--- config.mk ---
export PLATFORM = sky130hd
export DESIGN_NAME = convertidor_ps_flat
export DESIGN_NICKNAME = d
export VERILOG_FILES = /design/src/rtl/convertidor_ps_pkg.sv /design/src/rtl/convertidor_ps_if.sv /design/src/rtl/ps_shift_reg.sv /design/src/rtl/convertidor_ps.sv /design/src/flat_wrapper.sv
export SDC_FILE = /design/constraint.sdc
export NUM_CORES = 1
export LEC_CHECK = 0
export CAP_MARGIN = 10
export CORE_MARGIN = 2
export CORE_UTILIZATION = 53
export CTS_CLUSTER_DIAMETER = 60
export DETAILED_ROUTE_END_ITERATION = 7
export PLACE_DENSITY = 0.84
export SYNTH_ARGS = -nofsm -noshare
export SYNTH_HDL_FRONTEND = slang
export SYNTH_HIERARCHICAL = 1
export SYNTH_SLANG_ARGS = --single-unit
--- constraint.sdc ---
create_clock -name clk_8f -period 3.8 [get_ports clk_8f]
set_input_delay 1.14 -clock clk_8f [delete_from_list [all_inputs] [get_ports clk_8f]]
set_output_delay 1.14 -clock clk_8f [all_outputs]
set_load 0.05 [all_outputs]
--- src/rtl/convertidor_ps_pkg.sv ---
// Shared PHY definitions for the serial link (transmitter and receiver sides).
package convertidor_ps_pkg;

    localparam int unsigned BYTE_W = 8;

    // Sync/idle byte, also matched by the receiver's comma detector.
    localparam logic [BYTE_W-1:0] COMMA = 8'hBC;

    typedef enum logic {
        StSync   = 1'b0,
        StActive = 1'b1
    } state_e;

endpackage

--- src/rtl/convertidor_ps_if.sv ---
// Byte-side handshake and serial-side outputs of the parallel-to-serial transmitter.
interface convertidor_ps_if;
    import convertidor_ps_pkg::*;

    logic [BYTE_W-1:0] data_in;
    logic              valid_in;
    logic              ready;
    logic              data_out;
    logic              active;
    logic [7:0]        tx_count;

    // Upstream byte source / observer
    modport master (
        output data_in,
        output valid_in,
        input  ready,
        input  data_out,
        input  active,
        input  tx_count
    );

    // Transmitter
    modport slave (
        input  data_in,
        input  valid_in,
        output ready,
        output data_out,
        output active,
        output tx_count
    );

endinterface

--- src/rtl/ps_shift_reg.sv ---
// Serialiser datapath: free-running bit counter plus MSB-first shift register.
module ps_shift_reg
    import convertidor_ps_pkg::*;
(
    input  logic              clk_8f,
    input  logic              reset,
    input  logic              load,
    input  logic [BYTE_W-1:0] load_byte,
    output logic              data_out,
    output logic [2:0]        bit_cnt
);

    logic [BYTE_W-1:0] shreg_q;
    logic              data_out_q;
    logic [2:0]        bit_cnt_q;

    // Bit counter wraps every byte; boundary is where it reads zero.
    always_ff @(posedge clk_8f or negedge reset) begin
        if (!reset) begin
            bit_cnt_q <= 3'd0;
        end else begin
            bit_cnt_q <= bit_cnt_q + 3'd1;
        end
    end

    // On load the MSB goes straight out and the rest is staged; otherwise keep shifting.
    always_ff @(posedge clk_8f or negedge reset) begin
        if (!reset) begin
            shreg_q    <= '0;
            data_out_q <= 1'b0;
        end else if (load) begin
            shreg_q    <= load_byte << 1;
            data_out_q <= load_byte[BYTE_W-1];
        end else begin
            shreg_q    <= shreg_q << 1;
            data_out_q <= shreg_q[BYTE_W-1];
        end
    end

    assign data_out = data_out_q;
    assign bit_cnt  = bit_cnt_q;

endmodule

--- src/rtl/convertidor_ps.sv ---
// Parallel-to-serial PHY transmitter: comma preamble after reset, then data or idle commas.
module convertidor_ps #(
    parameter int unsigned BC_COUNT = 4,
    parameter logic [7:0]  COMMA    = convertidor_ps_pkg::COMMA
) (
    input  logic             clk_8f,
    input  logic             reset,
    convertidor_ps_if.slave  tx
);
    import convertidor_ps_pkg::*;

    localparam logic [3:0] SYNC_LAST = 4'(BC_COUNT - 1);

    state_e            state_q, state_d;
    logic [3:0]        sync_cnt_q;
    logic [7:0]        tx_count_q;
    logic [2:0]        bit_cnt;
    logic              boundary;
    logic              ready;
    logic              consume;
    logic [BYTE_W-1:0] byte_sel;

    assign boundary = (bit_cnt == 3'd0);

    ps_shift_reg u_shift (
        .clk_8f    (clk_8f),
        .reset     (reset),
        .load      (boundary),
        .load_byte (byte_sel),
        .data_out  (tx.data_out),
        .bit_cnt   (bit_cnt)
    );

    // State register.
    always_ff @(posedge clk_8f or negedge reset) begin
        if (!reset) begin
            state_q <= StSync;
        end else begin
            state_q <= state_d;
        end
    end

    // Leave the preamble on the boundary that sends the last comma; ACTIVE is sticky.
    always_comb begin
        state_d = state_q;
        if (state_q == StSync && boundary && sync_cnt_q == SYNC_LAST) begin
            state_d = StActive;
        end
    end

    // Handshake and byte select; ready depends on registers only.
    always_comb begin
        ready    = 1'b0;
        consume  = 1'b0;
        byte_sel = COMMA;
        if (state_q == StActive && boundary) begin
            ready = 1'b1;
            if (tx.valid_in) begin
                consume  = 1'b1;
                byte_sel = tx.data_in;
            end
        end
    end

    // Preamble byte counter.
    always_ff @(posedge clk_8f or negedge reset) begin
        if (!reset) begin
            sync_cnt_q <= 4'd0;
        end else if (state_q == StSync && boundary) begin
            sync_cnt_q <= sync_cnt_q + 4'd1;
        end
    end

    // Consumed data byte counter; wraps silently.
    always_ff @(posedge clk_8f or negedge reset) begin
        if (!reset) begin
            tx_count_q <= 8'd0;
        end else if (consume) begin
            tx_count_q <= tx_count_q + 8'd1;
        end
    end

    assign tx.ready    = ready;
    assign tx.active   = (state_q == StActive);
    assign tx.tx_count = tx_count_q;

endmodule

--- src/flat_wrapper.sv ---
// flat-port wrapper written by rule: the top's interface ports become plain ports
module convertidor_ps_flat import convertidor_ps_pkg::*;
#(
    parameter int unsigned BC_COUNT = 4,
    parameter logic [7:0]  COMMA    = convertidor_ps_pkg::COMMA
)
  (clk_8f, reset, tx_data_in, tx_valid_in, tx_ready, tx_data_out, tx_active, tx_tx_count);
  convertidor_ps_if tx_i ();
  input  logic clk_8f;
  input  logic reset;
  input wire logic [$bits(tx_i.data_in)-1:0] tx_data_in;
  input wire logic [$bits(tx_i.valid_in)-1:0] tx_valid_in;
  output wire logic [$bits(tx_i.ready)-1:0] tx_ready;
  output wire logic [$bits(tx_i.data_out)-1:0] tx_data_out;
  output wire logic [$bits(tx_i.active)-1:0] tx_active;
  output wire logic [$bits(tx_i.tx_count)-1:0] tx_tx_count;
  assign tx_i.data_in = tx_data_in;
  assign tx_i.valid_in = tx_valid_in;
  assign tx_ready = tx_i.ready;
  assign tx_data_out = tx_i.data_out;
  assign tx_active = tx_i.active;
  assign tx_tx_count = tx_i.tx_count;
  convertidor_ps #(.BC_COUNT(BC_COUNT), .COMMA(COMMA)) u_core (.clk_8f(clk_8f), .reset(reset), .tx(tx_i));
endmodule
# == Word-level counts from Yosys, hierarchy flattened ==
# Index checks and enable logic that the tools add are counted.
# op_classes
add_sub_neg,3
n_eq_ne,1
n_mux,7
bitwise,1
reduce_logical,4
# op_table
operator,count
two-way mux 8 bit,3
"adder 8 x 1 -> 8 bit, second input constant",1
"adder 4 x 1 -> 4 bit, second input constant",1
"equality test 4 x 2 -> 1 bit, second input constant",1
two-way mux 1 bit,4
"adder 3 x 1 -> 3 bit, second input constant",1
logical AND 1 bit,3
logical NOT 3 bit,1
inverter 1 bit,1
# totals
register_bits,25
in_bits,11
out_inout_bits,11
elab_cells,22

# == Longest topological paths before layout ==
# Gate-level depths: netlist of the first run.
# logic_depth
word_depth,4
depth_mapped,5
depth_no_buf,4

# == Modules after synthesis ==
# Netlist of the first run, hierarchy kept.
# modules_own_cells
mod,instances,cells_each,area_per_inst_um2,seq_area_each_um2
convertidor_ps,1,58,640.6,325.3
ps_shift_reg,1,23,424.2,275.3

# == Worst setup path before layout of the first run ==
# OpenSTA, ideal clock, no wires.
# synth_path
kind,register to output
start,register u_core.u_shift.bit_cnt_q[1] (netlist: u_core/u_shift/bit_cnt[1])
end,output port tx_ready
t_arrival_ps,1424
t_required_ps,2660
slack_ps,1236
stages_incl_launch_ff,5
path_buffers,1
cell_sequence,dfrtp_1 -> or3_4 -> buf_6 -> inv_1 -> and2_1
# synth_between
elab_chain_len,3
# synth_rtl
item,line,source
start: declaration,ps_shift_reg.sv:15,logic [2:0] bit_cnt_q;
start signal: assignment,ps_shift_reg.sv:22,bit_cnt_q <= bit_cnt_q + 3'd1;
logical NOT 3 bit,convertidor_ps.sv:23,assign boundary = (bit_cnt == 3'd0);
named net u_core.boundary,convertidor_ps.sv:18,logic boundary;
logical AND 1 bit,convertidor_ps.sv:56,if (state_q == StActive && boundary) begin
two-way mux 1 bit,convertidor_ps.sv:56,
end: declaration,flat_wrapper.sv:13,output wire logic [$bits(tx_i.ready)-1:0] tx_ready;
# The timed path passes the listed nets, and every way through them passes these cells.

# == Final worst setup path of the first run ==
# Same ends and word-level chain as after synthesis.

==> impl_metrics.csv, run 1 <==
group,metric,value,unit
worst_setup_path,timing.critical_path.arrival,2220,ps
clocking,cts_tree,"yes",
die,fp.coreArea,1920,µm²
power,leakage_power,0.628,nW
global_route,grt_antenna_before_repair,0,
worst_setup_path,timing_worst_setup_path_type,"reg -> out",
worst_setup_path,cp_num_buf_inv,2,
die,die_x,48.8,µm
global_route,wire_length_of_the_first_global_routing_pass,3290,µm
sta,final_worst_hold_slack,479,ps
yosys,synth.net_count,95,
yosys,synthSimpleGateAreaFrac,15.4,%
worst_setup_path,worstSetupStartpoint,"u_core/u_shift/bit_cnt[1]$_DFF_PN0_",
sta,setup_tns,0,ps
clocking,post-cts-setup-buffer-count,0,
yosys,synthTopCellsByCount,"dfrtp_1 (24), xor2_1 (9), mux2_4 (7)",
worst_setup_path,timing.critical_path.to_type,"output pin",
sta,timing.fmax,298,MHz
clocking,clock_path_buffers,2,
routing,iter_0_drt_violations,9,
yosys,postSynthAreaPerCell,13.1,µm²
worst_setup_path,critical_path.endpoint,"tx_ready",
die,die_h,48.8,µm
routing,drt-pass1-iter-count,4,
place,i_o_buffers,21,
yosys,syn_inst,81,
worst_setup_path,cp_cell_instances,"or3_4 > inv_1 > and2_1 > clkdlybuf4s50_1",
worst_setup_path,worst_setup_path_start_kind,"register",
clocking,number_of_buffers_inserted_during_clock_tree_synthesis,3,
sta,postLayoutSetupSlackWorst,444,ps
sta,finalHoldViolCount,0,
clocking,clk_latency,310,ps
yosys,netlist-cell-type-count,19,
worst_setup_path,crit-reg2reg-launch,"u_core/u_shift/bit_cnt[1]$_DFF_PN0_",
yosys,synth.cell_area,1060,µm²
worst_setup_path,critical_path.reg2reg.endpoint,"u_core/tx.tx_count[1]$_DFFE_PN0P_",
worst_setup_path,kind_of_cell_adding_the_most_delay_to_the_critical_path,"buffers and inverters",
run_status,run_status,"finished clean",
routing,drt_wl_total,1870,µm
sta,fin_crit_sh,88.3,%
clocking,cts.reportedPaths.clkPinSlew,120,ps
worst_setup_path,worst_path_largest_cell_delay,800,ps
power,powerDensity,336,nW/µm²
die,initial_utilization,55.4,%
yosys,compound_gate_fraction_of_synth_area,0.823,%
yosys,yosys.area.top_type_share,56.4,%
worst_setup_path,critical_path.max_fanout,13,
sta,timing_max_transition_violations_final,0,
yosys,synth_xor_area_share,9.05,%
clocking,number_of_sinks_driven_by_the_clock_tree,24,
yosys,seq_area_frac_synth,56.4,%
global_route,overflow,0,
sta,tightestPinTransition,687,ps
yosys,synth_adder_area_share,3.53,%
worst_setup_path,worstSetupPathDepth,4,
place,dpl.cell_count,129,
sta,period_minus_slack,3360,ps
cells_and_area,synthToLayoutAreaGrowth,25.6,%
place,hpwl_after_detailed_placement,1420,µm
yosys,post_synthesis_mux_area_share,12.0,%
power,ir_drop,0.000218,V
clocking,ctsResizeCount,0,
die,die_area,2380,µm²
flow_run,max-cap-violations,0,
yosys,synthDominantAreaCellType,"dfrtp_1",
die,row_count,16,
cells_and_area,layout.nets,121,
yosys,main_combinational_cell_family_by_area_after_synthesis,"simple AND/OR/NAND/NOR gates",
place,routabilityCongestion,0.836,
yosys,synthesis.yosys.warnings,6,
routing,route.vias.total,700,
cells_and_area,drive_gt1_share,17.0,%
routing,drt-vias-per-instance,5.26,
worst_setup_path,r2r.worst_path.cells,3,
worst_setup_path,critPathSlowestCell,"clkdlybuf4s50_1",
global_route,grt_max_degree,25,
worst_setup_path,setup_slack_reg_to_reg,2100,ps
yosys,synth.most_common_cell,"dfrtp_1",
sta,skew,1.25,ps
routing,drcViolationCount,0,
yosys,ys.flop_type,"dfrtp_1",
clocking,ctsHoldBuffers,0,
die,top_level_ports,22,
global_route,groute.usage.overall,18.3,%
routing,wl_per_cell,14.0,µm
yosys,ys_top_cells_by_area,"dfrtp_1 (56%), mux2_4 (9.9%), xor2_1 (7.4%), ha_1 (3.5%), or3_1 (2.9%)",
hold_path,hold_class,"reg -> reg",
clocking,cts.root.buffer_cell,"clkbuf_4",
sta,slew_headroom,53.8,%
yosys,synth-edff-count,0,
global_route,first_global_vias,706,
cells_and_area,instances_no_fill,133,
yosys,async_flop_share,100,%
sta,setup_violations,0,
cells_and_area,antenna-diode-count,0,
routing,ant_nets,0,
place,detailedPlace.worstSlack,800,ps
yosys,ys_ff_latch,24,
sta,grt_setup_unrepaired,"false",
cells_and_area,num-fill-cells,152,
clocking,cts-htree-levels,1,
worst_setup_path,crit_required,2660,ps
layer usage:
metal / GRT usage [%] / part of all wire [%] / up-vias
li1: - / - / 332
met4: 7.14 / 2.0 / 0
met2: 30.8 / 53 / 21
met5: 0 / 0 / -
met3: 4.29 / 4.1 / 4
met1: 23.0 / 41 / 343
area by class of cell:
class | count | area, µm² | share of cell area, %
inverter | 2 | 7.51 | 0.561
sequential | 24 | 601 | 44.9
clock buffer | 4 | 36.3 | 2.71
tap | 27 | 33.8 | 2.53
multi-input combinational | 53 | 434 | 32.5
timing repair buffer | 23 | 225 | 16.8
kinds of logic after synthesis:
kind of cell             count (synthesis)
XOR/XNOR                                11
AO/OA/AOI/OAI                            1
buffers and inverters                    4
AND/OR/NAND/NOR                         29
multiplexers                             9
adder cells (fa/ha/maj)                  3
flip-flops                              24
power by group:
group	total, mW	internal, mW	switching, mW
Sequential	0.268	0.263	0.00537
Clock	0.131	0.0585	0.0727
Combinational	0.0496	0.0237	0.0259
Total	0.449	0.345	0.104
worst reg2reg max path, delay by kind of cell, from the launching register on:
family           cells  cell delay [ps]
and+or+nand+nor      2              810
muxes                1              380
DFF                  1              420
metrics by stage:
step           total power, mW  area [µm²]  util (%)
2_1_floorplan            0.297        1060         -
3_3_place_gp             0.322        1300      67.7
3_5_place_dp             0.323        1300      67.7
4_1_cts                  0.455        1340      69.6
5_1_grt                  0.468        1340      69.6
6_report                 0.449        1340      69.6
sequential cells by signal, indices dropped and copies added, names as in the netlist:
| register | cells |
|---|---|
| u_core/u_shift/shreg_q | 7 |
| u_core/sync_cnt_q | 4 |
| u_core/u_shift/data_out | 1 |
| u_core/tx.active | 1 |
| u_core/tx.tx_count | 8 |
| u_core/u_shift/bit_cnt | 3 |
how the worst min path moves through the flow:
| stage | from | end | cells past startpoint |
|---|---|---|---|
| CTS | u_core/tx.tx_count[7]$_DFFE_PN0P_ | u_core/tx.tx_count[7]$_DFFE_PN0P_ | 1 |
| detailed placement | u_core/tx.tx_count[7]$_DFFE_PN0P_ | u_core/tx.tx_count[7]$_DFFE_PN0P_ | 1 |
| global route | u_core/tx.tx_count[7]$_DFFE_PN0P_ | u_core/tx.tx_count[7]$_DFFE_PN0P_ | 1 |
| finish | u_core/tx.tx_count[7]$_DFFE_PN0P_ | u_core/tx.tx_count[7]$_DFFE_PN0P_ | 1 |
| global placement | u_core/u_shift/bit_cnt[0]$_DFF_PN0_ | u_core/u_shift/bit_cnt[0]$_DFF_PN0_ | 1 |
| floorplan | u_core/u_shift/bit_cnt[0]$_DFF_PN0_ | u_core/u_shift/bit_cnt[0]$_DFF_PN0_ | 1 |
layout by cell type (no fill, tap or decap), drive strengths merged:
master          n
dfrtp          24
and2            5
clkdlybuf4s50  21
nand3           2
nand4           3
xor2            9
xnor2           2
nor4            3
a31o            1
nand2           4
clkbuf          4
or3             6
buf             2
nor2            3
mux2            9
ha              3
inv             2
nor3            3
Power figures use the tool's default switching activity.
==> inputs of run 2 (changes only) <==
--- a/config.mk
+++ b/config.mk
@@ -5,12 +5,15 @@
 export SDC_FILE = /design/constraint.sdc
 export NUM_CORES = 1
 export LEC_CHECK = 0
+export ABC_AREA = 1
 export CAP_MARGIN = 10
+export CORE_ASPECT_RATIO = 1.75
 export CORE_MARGIN = 2
-export CORE_UTILIZATION = 53
+export CORE_UTILIZATION = 49
 export CTS_CLUSTER_DIAMETER = 60
 export DETAILED_ROUTE_END_ITERATION = 7
-export PLACE_DENSITY = 0.84
+export GPL_ROUTABILITY_DRIVEN = 1
+export PLACE_DENSITY = 0.78
 export SYNTH_ARGS = -nofsm -noshare
 export SYNTH_HDL_FRONTEND = slang
 export SYNTH_HIERARCHICAL = 1
==> impl_metrics.csv, run 2 <==
group,metric,value,unit
clocking,clk_latency,270,ps
yosys,synth.net_count,155,
routing,ant_nets,0,
global_route,wire_length_of_the_first_global_routing_pass,3820,µm
routing,iter_0_drt_violations,18,
power,ir_drop,0.000255,V
run_status,run_status,"finished clean",
sta,finalHoldViolCount,0,
place,i_o_buffers,21,
clocking,number_of_buffers_inserted_during_clock_tree_synthesis,3,
yosys,syn_inst,141,
yosys,seq_area_frac_synth,50.9,%
yosys,synth_xor_area_share,4.45,%
yosys,ys_ff_latch,24,
yosys,main_combinational_cell_family_by_area_after_synthesis,"simple AND/OR/NAND/NOR gates",
routing,drt-pass1-iter-count,4,
clocking,cts-htree-levels,1,
routing,drt_wl_total,2130,µm
sta,skew,3.28,ps
sta,setup_violations,0,
yosys,ys.flop_type,"dfrtp_1",
cells_and_area,instances_no_fill,189,
clocking,post-cts-setup-buffer-count,0,
yosys,netlist-cell-type-count,18,
place,hpwl_after_detailed_placement,1610,µm
sta,tightestPinTransition,518,ps
hold_path,hold_class,"reg -> reg",
clocking,cts_tree,"yes",
place,routabilityCongestion,0.706,
yosys,synth_adder_area_share,3.18,%
routing,drt-vias-per-instance,4.99,
worst_setup_path,timing_worst_setup_path_type,"reg -> out",
clocking,number_of_sinks_driven_by_the_clock_tree,24,
routing,route.vias.total,943,
clocking,cts.reportedPaths.clkPinSlew,80,ps
die,die_h,68.9,µm
cells_and_area,layout.nets,180,
sta,timing.fmax,333,MHz
sta,timing_max_transition_violations_final,0,
yosys,yosys.area.top_type_share,50.9,%
clocking,clock_path_buffers,2,
yosys,synth-edff-count,0,
yosys,post_synthesis_mux_area_share,0,%
die,initial_utilization,51.9,%
sta,slew_headroom,65.3,%
cells_and_area,antenna-diode-count,0,
cells_and_area,layout.cells.most_common_list,"nand2_1 (52), dfrtp_1 (24), clkdlybuf4s50_1 (21), inv_1 (19), nor2_1 (10)",
worst_setup_path,worst_setup_path_start_kind,"register",
cells_and_area,largest_register_ffs,8,
flow_run,max-cap-violations,0,
yosys,synthTopCellsByCount,"nand2_1 (52), dfrtp_1 (24), inv_1 (19)",
die,fp.coreArea,2270,µm²
power,powerDensity,331,nW/µm²
global_route,first_global_vias,990,
global_route,grt_max_degree,25,
yosys,postSynthAreaPerCell,8.37,µm²
routing,drcViolationCount,0,
yosys,synth.most_common_cell,"nand2_1",
global_route,groute.usage.overall,20.0,%
yosys,ys_top_cells_by_area,"dfrtp_1 (51%), nand2_1 (17%), inv_1 (6.0%), xnor2_1 (3.7%), ha_1 (3.2%)",
sta,fin_crit_sh,79.0,%
yosys,synthesis.yosys.warnings,6,
yosys,async_flop_share,100,%
worst_setup_path,timing.critical_path.to_type,"output pin",
yosys,synthSimpleGateAreaFrac,29.6,%
sta,setup_tns,0,ps
place,dpl.cell_count,186,
routing,wl_per_cell,11.2,µm
sta,grt_setup_unrepaired,"false",
cells_and_area,num-fill-cells,199,
global_route,overflow,0,
worst_setup_path,critical_path.max_fanout,5,
cells_and_area,layout_commonest_cell,"nand2_1",
clocking,ctsHoldBuffers,0,
die,top_level_ports,22,
sta,period_minus_slack,3000,ps
clocking,ctsResizeCount,0,
cells_and_area,synthToLayoutAreaGrowth,22.7,%
worst_setup_path,timing.critical_path.arrival,1860,ps
clocking,cts.root.buffer_cell,"clkbuf_8",
global_route,grt_antenna_before_repair,0,
worst_setup_path,crit_required,2660,ps
cells_and_area,drive_gt1_share,7.93,%
die,row_count,23,
die,die_area,2830,µm²
yosys,compound_gate_fraction_of_synth_area,3.61,%
die,die_x,41.1,µm
yosys,synth.cell_area,1180,µm²
yosys,synthDominantAreaCellType,"dfrtp_1",
power,leakage_power,0.725,nW
## run 2: cell count changes after synthesis, moves of 3 or more
cell,previous run,this run
or2_2,0,4
nand2_1,4,52
nor2_1,3,10
xor2_1,9,1
inv_1,2,19
nand4_1,3,0
nor4_1,3,0
o21ai_0,0,4
o21bai_1,0,3
or3_1,5,0
xnor2_1,2,5
and2_1,4,0
mux2_4,7,0
nand3_1,2,7
## run 2: critical path, stage by stage, from the launching register on
cell and delay, ps:
dfrtp_1 410, nor2_4 160, nand3_2 140, inv_1 80
clkdlybuf4s50_1 800
## run 2: layout make-up
type | instances | area (µm²) | area share (%)
well taps | 25 | 31.3 | 2.16
flip-flops and latches | 24 | 601 | 41.5
multi-input cells | 95 | 482 | 33.3
inverters | 20 | 75.1 | 5.19
clock buffers | 3 | 41.3 | 2.85
repair buffers | 22 | 218 | 15.0
## run 2: worst paths after layout
check / start / to / slack (ps) / cells after the start
hold / removal: u_core/u_shift/shreg_q[4]$_DFF_PN0_ / u_core/u_shift/shreg_q[5]$_DFF_PN0_ / 450 / 2
hold reg to reg: u_core/u_shift/shreg_q[4]$_DFF_PN0_ / u_core/u_shift/shreg_q[5]$_DFF_PN0_ / 450 / 2
setup / recovery: u_core/u_shift/bit_cnt[1]$_DFF_PN0_ / tx_ready / 800 / 4
min in group asynchronous: reset / u_core/tx.tx_count[4]$_DFFE_PN0P_ / 1230 / 2
max in group asynchronous: reset / u_core/u_shift/shreg_q[3]$_DFF_PN0_ / 2340 / 2
setup reg to reg: u_core/u_shift/bit_cnt[1]$_DFF_PN0_ / u_core/u_shift/data_out$_DFF_PN0_ / 2290 / 5
## run 2: cells by family (layout without fill, tap and decap cells)
family	after synthesis	in the layout
and+or+nand+nor	79	79
DFF	24	24
buffers and inverters	22	45
AOI/OAI and AO/OA	7	7
xor gates and xnor gates	6	6
adders and majority gates	3	3
## run 2: through the flow
| step | hold slack [ps] | total power [mW] | setup slack [ps] | utilization (%) | area, µm² |
|---|---|---|---|---|---|
| global placement | 421 | 0.335 | 1110 | 61.9 | 1410 |
| detailed placement | 435 | 0.338 | 1100 | 61.9 | 1410 |
| finish | 445 | 0.479 | 800 | 63.7 | 1450 |
| global route | 480 | 0.495 | 736 | 63.7 | 1450 |
| floorplan | 418 | 0.307 | 1440 | - | 1180 |
| CTS | 452 | 0.483 | 789 | 63.7 | 1450 |
## run 2: routing by layer
metal  global-route usage [%]  share of wire, %  vias up
li1                         -                 -      473
met1                     21.3                42      440
met2                     35.7                52       26
met3                     2.88               4.3        4
met4                     9.68               2.0        0
met5                        0                 0        -
## run 2: where the power goes
part / switching, mW / leakage, nW / internal (mW)
logic: 0.0356 / 0.425 / 0.0256
registers: 0.00712 / 0.279 / 0.264
clock network: 0.0764 / 0.0216 / 0.0709
total: 0.119 / 0.725 / 0.360
==> inputs of run 3 (changes only) <==
==> constraint.sdc (replaced) <==
create_clock -name clk_8f -period 3 [get_ports clk_8f]
set_input_delay 0.9 -clock clk_8f [delete_from_list [all_inputs] [get_ports clk_8f]]
set_output_delay 0.9 -clock clk_8f [all_outputs]
set_load 0.05 [all_outputs]
==> impl_metrics.csv, run 3 (synthesis results as in run 2) <==
group,metric,value,unit
die,initial_utilization,51.9,%
worst_setup_path,worst_setup_path_start_kind,"register",
cells_and_area,antenna-diode-count,0,
clocking,clock_path_buffers,2,
place,i_o_buffers,21,
routing,iter_0_drt_violations,23,
worst_setup_path,critical_path.max_fanout,5,
routing,drt-pass1-iter-count,2,
worst_setup_path,timing_worst_setup_path_type,"reg -> out",
cells_and_area,layout.nets,180,
clocking,cts.reportedPaths.clkPinSlew,80,ps
sta,tightestPinTransition,495,ps
sta,grt_setup_unrepaired,"false",
clocking,post-cts-setup-buffer-count,0,
clocking,cts.root.buffer_cell,"clkbuf_8",
power,ir_drop,0.000319,V
global_route,overflow,0,
global_route,groute.usage.overall,18.8,%
clocking,number_of_sinks_driven_by_the_clock_tree,24,
routing,drcViolationCount,0,
routing,drt_wl_total,2080,µm
place,routabilityCongestion,0.708,
global_route,first_global_vias,927,
die,die_x,41.1,µm
die,die_area,2830,µm²
cells_and_area,largest_register_ffs,8,
die,top_level_ports,22,
power,powerDensity,435,nW/µm²
place,hpwl_after_detailed_placement,1550,µm
routing,route.vias.total,941,
die,die_h,68.9,µm
sta,timing.fmax,363,MHz
sta,final_worst_hold_slack,456,ps
clocking,cts_tree,"yes",
sta,skew,3.99,ps
run_status,run_status,"finished clean",
routing,ant_nets,0,
sta,fin_crit_sh,91.9,%
worst_setup_path,crit_required,2100,ps
die,fp.coreArea,2270,µm²
clocking,ctsResizeCount,0,
clocking,number_of_buffers_inserted_during_clock_tree_synthesis,3,
clocking,clk_latency,270,ps
power,leakage_power,0.732,nW
cells_and_area,layout_commonest_cell,"nand2_1",
die,row_count,23,
worst_setup_path,timing.critical_path.to_type,"output pin",
sta,finalHoldViolCount,0,
hold_path,hold_class,"reg -> reg",
sta,setup_tns,0,ps
sta,postLayoutSetupSlackWorst,243,ps
worst_setup_path,setup_slack_reg_to_reg,1490,ps
cells_and_area,post-route-util,64.3,%
global_route,grt_max_degree,25,
sta,setup_violations,0,
routing,wl_per_cell,11.0,µm
cells_and_area,drive_gt1_share,8.48,%
flow_run,max-cap-violations,0,
sta,slew_headroom,66.9,%
cells_and_area,layout.cells.most_common_list,"nand2_1 (52), dfrtp_1 (24), clkdlybuf4s50_1 (21), inv_1 (19), nor2_1 (10)",
global_route,wire_length_of_the_first_global_routing_pass,3660,µm
clocking,ctsHoldBuffers,0,
worst_setup_path,timing.critical_path.arrival,1860,ps
global_route,grt_antenna_before_repair,0,
place,detailedPlace.worstSlack,536,ps
sta,period_minus_slack,2760,ps
cells_and_area,synthToLayoutAreaGrowth,23.9,%
sta,timing_max_transition_violations_final,0,
clocking,cts-htree-levels,1,
routing,drt-vias-per-instance,4.95,
run 3: per-stage QoR:
| step | instances | instance area [µm²] | power [mW] |
|---|---|---|---|
| after global routing | 190 | 1460 | 0.664 |
| final | 190 | 1460 | 0.636 |
| after detailed placement | 186 | 1410 | 0.427 |
| after global placement | 186 | 1410 | 0.425 |
| after floorplan | 141 | 1180 | 0.389 |
| after CTS | 190 | 1460 | 0.644 |
run 3: worst paths after layout:
check | from | depth (start not counted) | end
setup / recovery | u_core/u_shift/bit_cnt[1]$_DFF_PN0_ | 4 | tx_ready
hold / removal | u_core/u_shift/shreg_q[1]$_DFF_PN0_ | 2 | u_core/u_shift/shreg_q[2]$_DFF_PN0_
setup reg to reg | u_core/u_shift/bit_cnt[1]$_DFF_PN0_ | 5 | u_core/u_shift/shreg_q[5]$_DFF_PN0_
hold reg to reg | u_core/u_shift/shreg_q[1]$_DFF_PN0_ | 2 | u_core/u_shift/shreg_q[2]$_DFF_PN0_
max in group asynchronous | reset | 2 | u_core/u_shift/shreg_q[4]$_DFF_PN0_
min in group asynchronous | reset | 2 | u_core/tx.tx_count[4]$_DFFE_PN0P_
run 3: area by class of cell:
type | instances | area, µm²
Fill cell | 189 | 812
Sequential cell | 24 | 601
Multi-Input combinational cell | 95 | 482
Timing Repair Buffer | 22 | 218
Inverter | 20 | 75.1
Clock buffer | 4 | 55.1
Tap cell | 25 | 31.3
run 3: critical path, cell delays in order (launching register included):
cell and delay, ps:
dfrtp_1 410, nor2_4 160, nand3_2 150, inv_1 80, clkdlybuf4s50_1 790
run 3: power by group:
| group | switching (mW) | internal (mW) | leakage [nW] | total, mW |
|---|---|---|---|---|
| combinational | 0.0441 | 0.0322 | 0.425 | 0.0763 |
| clock | 0.0998 | 0.117 | 0.0288 | 0.217 |
| sequential | 0.00899 | 0.334 | 0.279 | 0.343 |
run 3: metal layers:
layer	wire, µm	global-route usage [%]	vias to the layer above	part of all wire, %
met5	0	0	-	0
met4	26	7.26	0	1.2
met3	82	3.85	4	3.9
met2	1040	32.0	17	50
met1	934	21.9	447	45
li1	-	-	473	-
